===== src/rtl/mem_access_ctrl_pkg.sv =====
// ============================================================================
// Module : mem_access_ctrl_pkg
// Brief  : Shared constants for the MEM-stage data-memory access controller:
//          datapath width default, load/store op encodings, access sizes,
//          FSM state type and the misalignment predicate.
// Rev    : 1.0  initial release
// ============================================================================
`default_nettype none

package mem_access_ctrl_pkg;

    localparam int PROC_BITS_DEF = 32;

    // Load/store op codes; bits[1:0] carry the access size, bit 2 the unsigned flag
    localparam logic [2:0] LS_LB  = 3'b000;
    localparam logic [2:0] LS_LH  = 3'b001;
    localparam logic [2:0] LS_LW  = 3'b011;
    localparam logic [2:0] LS_LBU = 3'b100;
    localparam logic [2:0] LS_LHU = 3'b101;

    localparam logic [1:0] SZ_BYTE = LS_LB[1:0];
    localparam logic [1:0] SZ_HALF = LS_LH[1:0];
    localparam logic [1:0] SZ_WORD = LS_LW[1:0];

    typedef enum logic {
        ST_IDLE = 1'b0,
        ST_WAIT = 1'b1
    } state_e;

    // Half needs a[0]=0, word needs a[1:0]=00; any non-byte/non-half code is a word
    function automatic logic is_misaligned(input logic [1:0] size, input logic [1:0] addr_lo);
        logic mis;
        mis = 1'b0;
        if (size == SZ_HALF) begin
            mis = addr_lo[0];
        end else if (size != SZ_BYTE) begin
            mis = (addr_lo != 2'b00);
        end
        return mis;
    endfunction

endpackage

`default_nettype wire


===== src/rtl/mem_lane_align.sv =====
// ============================================================================
// Module : mem_lane_align
// Brief  : Combinational byte-lane steering. Store side produces byte enables
//          and lane-replicated write data; load side right-aligns the read
//          word and zero-fills the upper bits. Size codes: 00 byte, 01 half,
//          anything else word. Half uses a[1] only, word ignores a[1:0].
// Rev    : 1.0  initial release
// ============================================================================
`default_nettype none

module mem_lane_align
    import mem_access_ctrl_pkg::*;
#(
    parameter int PROC_BITS = PROC_BITS_DEF
) (
    input  logic [1:0]           st_size_i,
    input  logic [1:0]           st_addr_lo_i,
    input  logic [PROC_BITS-1:0] st_data_i,
    output logic [3:0]           st_be_o,
    output logic [PROC_BITS-1:0] st_wdata_o,
    input  logic [1:0]           ld_size_i,
    input  logic [1:0]           ld_addr_lo_i,
    input  logic [PROC_BITS-1:0] ld_rdata_i,
    output logic [PROC_BITS-1:0] ld_data_o
);

    logic [PROC_BITS-1:0] byte_sh;
    logic [PROC_BITS-1:0] half_sh;

    // Store: pick byte enables from the low address bits and replicate the source across lanes
    always_comb begin
        st_be_o    = 4'b1111;
        st_wdata_o = st_data_i;
        case (st_size_i)
            SZ_BYTE: begin
                st_be_o    = 4'b0001 << st_addr_lo_i;
                st_wdata_o = {(PROC_BITS/8){st_data_i[7:0]}};
            end
            SZ_HALF: begin
                st_be_o    = st_addr_lo_i[1] ? 4'b1100 : 4'b0011;
                st_wdata_o = {(PROC_BITS/16){st_data_i[15:0]}};
            end
            default: ;
        endcase
    end

    // Load: shift the addressed lane down to bit 0 and clear everything above the access size
    always_comb begin
        byte_sh   = ld_rdata_i >> {ld_addr_lo_i, 3'b000};
        half_sh   = ld_rdata_i >> {ld_addr_lo_i[1], 4'b0000};
        ld_data_o = ld_rdata_i;
        case (ld_size_i)
            SZ_BYTE: ld_data_o = byte_sh & {{(PROC_BITS-8){1'b0}}, 8'hFF};
            SZ_HALF: ld_data_o = half_sh & {{(PROC_BITS-16){1'b0}}, 16'hFFFF};
            default: ;
        endcase
    end

endmodule

`default_nettype wire


===== src/rtl/mem_access_ctrl.sv =====
// ============================================================================
// Module : mem_access_ctrl
// Brief  : MEM-stage data-memory access controller. Two-state FSM (IDLE/WAIT)
//          latches a load/store, holds a registered memory request until the
//          one-cycle ack, stalls upstream meanwhile and returns right-aligned
//          load data with a one-cycle valid pulse.
//          Optional feature: define MISALIGN_TRAP_EN to trap misaligned
//          half/word accesses (no request, one-cycle o_misalign pulse).
//          Undefined, offending low address bits are ignored.
// Rev    : 1.0  initial release
// ============================================================================
`default_nettype none

module mem_access_ctrl
    import mem_access_ctrl_pkg::*;
#(
    parameter int PROC_BITS = PROC_BITS_DEF
) (
    input  logic                 i_clock,
    input  logic                 i_reset,
    input  logic                 i_valid,
    input  logic                 i_mem_read,
    input  logic                 i_mem_write,
    input  logic [2:0]           i_ls_op,
    input  logic [PROC_BITS-1:0] i_addr,
    input  logic [PROC_BITS-1:0] i_store_data,
    output logic                 o_stall,
    output logic                 o_dmem_req,
    output logic                 o_dmem_we,
    output logic [PROC_BITS-1:0] o_dmem_addr,
    output logic [PROC_BITS-1:0] o_dmem_wdata,
    output logic [3:0]           o_dmem_be,
    input  logic                 i_dmem_ack,
    input  logic [PROC_BITS-1:0] i_dmem_rdata,
    output logic [PROC_BITS-1:0] o_load_data,
    output logic [2:0]           o_load_op,
    output logic                 o_load_valid,
    output logic                 o_misalign
);

    state_e               state_q;
    logic                 is_store_q;
    logic [2:0]           op_q;
    logic [1:0]           addr_lo_q;
    logic                 dmem_req_q;
    logic                 dmem_we_q;
    logic [PROC_BITS-1:0] dmem_addr_q;
    logic [PROC_BITS-1:0] dmem_wdata_q;
    logic [3:0]           dmem_be_q;
    logic [PROC_BITS-1:0] load_data_q;
    logic [2:0]           load_op_q;
    logic                 load_valid_q;
    logic                 misalign_q;

    logic                 access;
    logic                 is_store;
    logic                 misaligned;
    logic                 accept;
    logic [3:0]           st_be;
    logic [PROC_BITS-1:0] st_wdata;
    logic [PROC_BITS-1:0] ld_data;

    // A simultaneous read+write is a store; the read is dropped
    assign access   = i_valid & (i_mem_read | i_mem_write);
    assign is_store = i_mem_write;

`ifdef MISALIGN_TRAP_EN
    assign misaligned = is_misaligned(i_ls_op[1:0], i_addr[1:0]);
`else
    assign misaligned = 1'b0;
`endif

    assign accept  = (state_q == ST_IDLE) & access & ~misaligned;
    // Upstream is released in the ack cycle so the next access lands in the following IDLE cycle
    assign o_stall = accept | ((state_q == ST_WAIT) & ~i_dmem_ack);

    mem_lane_align #(
        .PROC_BITS (PROC_BITS)
    ) u_lane_align (
        .st_size_i    (i_ls_op[1:0]),
        .st_addr_lo_i (i_addr[1:0]),
        .st_data_i    (i_store_data),
        .st_be_o      (st_be),
        .st_wdata_o   (st_wdata),
        .ld_size_i    (op_q[1:0]),
        .ld_addr_lo_i (addr_lo_q),
        .ld_rdata_i   (i_dmem_rdata),
        .ld_data_o    (ld_data)
    );

    // Access FSM with registered memory-side and load-return outputs
    always_ff @(posedge i_clock or negedge i_reset) begin
        if (!i_reset) begin
            state_q      <= ST_IDLE;
            is_store_q   <= 1'b0;
            op_q         <= 3'b000;
            addr_lo_q    <= 2'b00;
            dmem_req_q   <= 1'b0;
            dmem_we_q    <= 1'b0;
            dmem_addr_q  <= '0;
            dmem_wdata_q <= '0;
            dmem_be_q    <= 4'b0000;
            load_data_q  <= '0;
            load_op_q    <= 3'b000;
            load_valid_q <= 1'b0;
            misalign_q   <= 1'b0;
        end else begin
            load_valid_q <= 1'b0;
            misalign_q   <= 1'b0;
            case (state_q)
                ST_IDLE: begin
                    if (accept) begin
                        state_q      <= ST_WAIT;
                        is_store_q   <= is_store;
                        op_q         <= i_ls_op;
                        addr_lo_q    <= i_addr[1:0];
                        dmem_req_q   <= 1'b1;
                        dmem_we_q    <= is_store;
                        dmem_addr_q  <= {i_addr[PROC_BITS-1:2], 2'b00};
                        dmem_be_q    <= is_store ? st_be : 4'b1111;
                        dmem_wdata_q <= is_store ? st_wdata : '0;
                    end else if (access & misaligned) begin
                        misalign_q   <= 1'b1;
                    end
                end
                ST_WAIT: begin
                    if (i_dmem_ack) begin
                        state_q    <= ST_IDLE;
                        dmem_req_q <= 1'b0;
                        dmem_we_q  <= 1'b0;
                        if (!is_store_q) begin
                            load_data_q  <= ld_data;
                            load_op_q    <= op_q;
                            load_valid_q <= 1'b1;
                        end
                    end
                end
            endcase
        end
    end

    assign o_dmem_req   = dmem_req_q;
    assign o_dmem_we    = dmem_we_q;
    assign o_dmem_addr  = dmem_addr_q;
    assign o_dmem_wdata = dmem_wdata_q;
    assign o_dmem_be    = dmem_be_q;
    assign o_load_data  = load_data_q;
    assign o_load_op    = load_op_q;
    assign o_load_valid = load_valid_q;
    assign o_misalign   = misalign_q;

endmodule

`default_nettype wire


===== config.mk =====
export PLATFORM = sky130hd
export DESIGN_NAME = mem_access_ctrl
export DESIGN_NICKNAME = d
export VERILOG_FILES = /design/src/rtl/mem_access_ctrl_pkg.sv /design/src/rtl/mem_lane_align.sv /design/src/rtl/mem_access_ctrl.sv
export SDC_FILE = /design/constraint.sdc
export NUM_CORES = 1
export LEC_CHECK = 0
export BUFFER_PORTS_ARGS = -buffer_cell sky130_fd_sc_hd__buf_2
export CAP_MARGIN = 20
export CORE_ASPECT_RATIO = 1.5
export CORE_UTILIZATION = 53
export CTS_BUF_LIST = sky130_fd_sc_hd__clkbuf_8
export DETAILED_ROUTE_END_ITERATION = 10
export PLACE_DENSITY = 0.87
export SYNTH_ARGS = -nofsm -noshare
export SYNTH_HDL_FRONTEND = slang
export SYNTH_SLANG_ARGS = --single-unit

===== constraint.sdc =====
create_clock -name i_clock -period 4.4 [get_ports i_clock]
set_input_delay 1.1 -clock i_clock [delete_from_list [all_inputs] [get_ports i_clock]]
set_output_delay 1.1 -clock i_clock [all_outputs]
set_load 0.005 [all_outputs]

Word level (Yosys, flattened, before mapping) --
Cells that the tools add are included. Widths: inputs -> output; s select.
Storage, ports and cells: ROM bits 0, output and inout port bits 108, memories 0, latch bits 0, bits of input ports 105, register bits after elaboration 111, logic and storage cells 49, RAM bits 0
Operators by class: shifts and indexed selects 3, reduce and logical (&&, ||, !) cells 5, bitwise gates (word level) 8, div/mod/pow operators 0, mux-type cells 17, $mul 0, magnitude comparators 0, $add $sub $neg 0, equal/unequal tests 4
Operator list (count):
- $pmux 32 s2 | 2
- $mux 32 | 1
- $shr 32x5->16 | 1
- $shr 32x5->8 | 1
- $mux 1 | 8
- $mux 4 | 2
- $pmux 4 s2 | 1
- $pmux 1 s2 | 3
- $eq 2x1->1 const B | 2
- $logic_not 2->1 | 2
- $ne 2x2->1 const B | 2
- $reduce_and 2->1 | 2
- $shl 1x2->4 const A | 1
- $and 1x1->1 | 3
- $not 1->1 | 3
- $reduce_and 3->1 | 1
- $or 1x1->1 | 2

Logic depth before layout (Yosys ltp) --
depth in word-level cells 5, gate-level depth with buffers 5

Cells and area by module --
Synthesis repeated with hierarchy kept, for this count alone.
Second synthesis, totals: cell total of the unflattened synthesis 383, area, all modules 5220.0 um^2
Modules (own cells, without submodules):
- mem_access_ctrl | seq. area each 2777.7 um^2, cells each 254, area each 4242.8 um^2, times used 1
- mem_lane_align | seq. area each 0.0 um^2, cells each 129, area each 977.2 um^2, times used 1

Worst setup path after synthesis --
OpenSTA, ideal clock, no wires.
path kind input to output, start input port i_valid, end output port o_stall, slack 1620 ps, buffers on the path 1, cell stages on the path 4, arrival time 1680 ps, required time 3300 ps, cells stage by stage nor2b_4 o21ai_2 buf_2 o21ai_0
Between the ends: word-level cells in the longest chain between the ends 3
RTL lines:
- start, declared | RTL line mem_access_ctrl.sv:21 | input logic i_valid,
- $and 1x1->1 | RTL line mem_access_ctrl.sv:64 | assign access = i_valid & (i_mem_read | i_mem_write);
- $and 1x1->1 | RTL line mem_access_ctrl.sv:73 | assign accept = (state_q == ST_IDLE) & access & ~misaligned;
- $or 1x1->1 | RTL line mem_access_ctrl.sv:75 | assign o_stall = accept | ((state_q == ST_WAIT) & ~i_dmem_ack);
- end, declared | RTL line mem_access_ctrl.sv:27 | output logic o_stall,
Every way passes these cells.

Final worst setup path --
Same ends and word-level chain as after synthesis.

==> metrics <==
worst slew pin tran 1.08 ns; register area share after synthesis 54.7%; gpl congestion 0.840; Die Width 81.9 um; Clk pwr share around 22%; CTS Sinks around 110; CTS resizes 0; # nets final 740; TritonCTS buffer count 9; setup tns final 0 ns; Worst Path Required around 3.3 ns; CTS clock-pin slew for the worst setup and hold paths between 0.1 and 0.15 ns; Sw Share 31.5%; worst-path cell chain buf_2, nor2b_4, o21ai_2, buf_4, o21ai_0, buf_2; Detailed Route WL 13,000 um; placed standard-cell area 0.00613 mm2; gr usage total around a quarter; vias per cell between 5 and 6; Yosys cell types 35; Die Y 122 um; WP data arrival 2.11 ns; mux contribution to synthesized area 16.1%; Compound-Gate Fraction of Synth Area 13.1%; Place WS 1.20 ns; IO Pins 213; Max Clock Skew 0.00828 ns; Setup violations, final 0; via count 4,216; H-tree depth 3; Startpoint Class input pin; site row count 43; worst-case clock buffer depth 2; Worst Hold Slack 0.471 ns; TritonRoute pass-1 iters 4; cell leakage power 3.25 nW; CTS tree done; Simple-Gate Fraction of Synth Area between 10% and 20%; Final Hold Viols 0; Slew HR between 20% and 30%; period utilization between 70% and 80%; dpl hpwl 9420 um; CTS Hold Bufs 0; number of global-route vias before repair 4,060; diode count 0; pin count of the biggest net entering global routing 69; drt wl/cell 17.3 um; Worst Setup End Kind output pin; CTS Root Buffer Type clkbuf_8; Filler cells 683; top-area cell type share of the netlist area 54.7%; number of synthesized register bits between 100 and 150; Syn. warnings 0; core footprint between 0.009 and 0.01 mm2; Remaining DRCs 0; RSZ-0062 raised after global routing no; crit path time final 3.21 ns; Layout area overhead 25.4%; CP Class input pin to output pin; insertion delay to the later sink of the worst-skew pair 0.37 ns; Avg Inst Size Synth 11.5 um2; antenna-violating nets left 0; layout cell share with drive strength beyond 1 44.7%; crit-path most repeated cell buf_2; critical path fanouts, max 34; global-route wire length before repair 19,600 um; Final Worst Setup Slack 1.19 ns; MaxCap Viol Count 0; DRT iter0 DRCs 206; post-synthesis xor/xnor area fraction 0%; GRT overflow 0; initial antenna violation count 0; full die area ~0.010 mm2; Synth Area in Adders 0%; Net Sw Power 0.000977 W; most area-hungry cell type in the Yosys netlist dfrtp_1; fmax 0.311 GHz; combinational power share approximately 30%; Starting Density 54.8%; slowest stage delay, CP 0.35 ns; peak supply drop 0.000346 V; ranking of synthesized cells by area dfrtp_1 55%, mux2_2 9.5%, mux2i_1 4.7%; status finished, final reports clean; post-CTS setup buffer count 0; final instance area 0.00636 mm2; hold crit path type register to register; Gate Count Post-Synth 442; Port-buffer cells roughly 210; Mapped Area 0.00507 mm2; main combinational cell family by area after synthesis multiplexers; sequential power share 48.3%; Power Dens Cells approximately 490 mW/mm2; Max Slew Vio Count 0; CP max-delay cell buf_4; Int Pwr approximately 0.0021 W
kinds of logic (layout without fill, tap and decap cells):
kind of cell,Yosys count,in the layout
buffers and inverters,40,236
other,1,3
DFF,111,111
muxes,73,73
AOI/OAI and AO/OA,96,96
and+or+nand+nor,121,121
metal layers:
metal  track usage, %  share of wire (%)
met5                0                  0
met2             43.8                 51
met1             31.7                 38
met4             10.7                2.8
met3             6.89                8.4
layout by cell type (no fill, tap or decap), drive strengths merged:
cell / netlist / routed
mux2: 49 / 49
mux2i: 24 / 24
nor2b: 10 / 10
nand2: 54 / 54
a22oi: 8 / 8
clkbuf: 11 / 9
conb: 1 / 3
inv: 3 / 5
dfrtp: 111 / 111
bufinv: 0 / 2
nor3b: 1 / 1
o32a: 1 / 1
a22o: 16 / 16
nand3b: 10 / 10
a31oi: 8 / 8
a2bb2oi: 3 / 3
o21bai: 1 / 1
and3b: 9 / 9
o2bb2ai: 16 / 16
nor2: 18 / 18
nand2b: 1 / 1
and2: 2 / 2
clkinvlp: 0 / 1
nand3: 16 / 16
clkinv: 1 / 3
o21ai: 23 / 23
o21a: 1 / 1
a21o: 1 / 1
a21oi: 18 / 18
buf: 25 / 216
worst max-delay path: cells and delay by family:
family / cells / cell delay (ns)
AND/OR/NAND/NOR: 1 / 0.14
buffers and inverters: 3 / 0.63
AO/OA/AOI/OAI: 2 / 0.24
layout make-up:
class                      instances  area, um2  area share [%]
clock buffer                       9        124            1.95
clock inverter                     7        105            1.65
inverter                           4       15.0           0.236
multi-input combinational        293       2100            33.0
sequential                       111       2780            43.7
tap                              112        140            2.20
timing repair buffer             216       1100            17.3
flip-flops by register name (all words and copies together), names as in the netlist:
signal        count
o_dmem_wdata     32
o_load_data      32
o_dmem_addr      30
o_dmem_be         4
o_load_op         3
op_q              3
addr_lo_q         2
is_store_q        1
o_dmem_req        1
o_dmem_we         1
o_load_valid      1
state_q           1
worst paths after layout:
check	from	to	slack [ns]	cells past startpoint
max in group asynchronous	i_reset	o_dmem_wdata[9]	2.74	2
hold reg to reg	o_load_data[21]	o_load_data[21]	0.47	2
hold / removal	o_load_data[21]	o_load_data[21]	0.47	2
min in group asynchronous	i_reset	o_dmem_addr[14]	0.83	1
setup reg to reg	addr_lo_q[1]	o_load_data[6]	2.46	3
setup / recovery	i_valid	o_stall	1.19	6
synthesized netlist by cell type:
| cell type | n |
|---|---|
| nor3b_2 | 1 |
| clkinv_1 | 1 |
| a22oi_1 | 8 |
| buf_4 | 5 |
| and3b_1 | 9 |
| nor2b_4 | 1 |
| nand2b_1 | 1 |
| a31oi_1 | 8 |
| nand3b_1 | 10 |
| o21bai_1 | 1 |
| nor2b_1 | 9 |
| o21ai_2 | 1 |
| dfrtp_1 | 111 |
| clkbuf_1 | 11 |
| mux2_4 | 6 |
| nand3_1 | 16 |
| a2bb2oi_1 | 3 |
| buf_6 | 2 |
| a22o_1 | 16 |
| nor2_1 | 17 |
| nand2_1 | 54 |
| mux2i_1 | 24 |
| a21oi_1 | 18 |
| o21ai_0 | 22 |
| conb_1 | 1 |
| mux2_2 | 43 |
| a21o_1 | 1 |
| o32a_1 | 1 |
| o21a_4 | 1 |
| buf_2 | 17 |
| inv_1 | 3 |
| nor2_2 | 1 |
| o2bb2ai_1 | 16 |
| and2_1 | 2 |
| buf_1 | 1 |
per-stage QoR:
step,total power [W],utilization (%),cells
detailed placement,0.00243,66.3,736
floorplan,0.00197,-,444
global route,0.00330,68.8,752
CTS,0.00312,68.8,752
global placement,0.00239,66.3,736
finish,0.00310,68.8,752
power groups by stage:
stage | clock [W] | sequential [W] | combinational (W)
2_1_floorplan | 0 | 0.00150 | 0.000474
3_3_place_gp | 0 | 0.00150 | 0.000888
3_5_place_dp | 0 | 0.00151 | 0.000923
4_1_cts | 0.000699 | 0.00150 | 0.000920
5_1_grt | 0.000740 | 0.00153 | 0.00102
6_report | 0.000687 | 0.00150 | 0.000912
(Power assumes the default switching activity.)
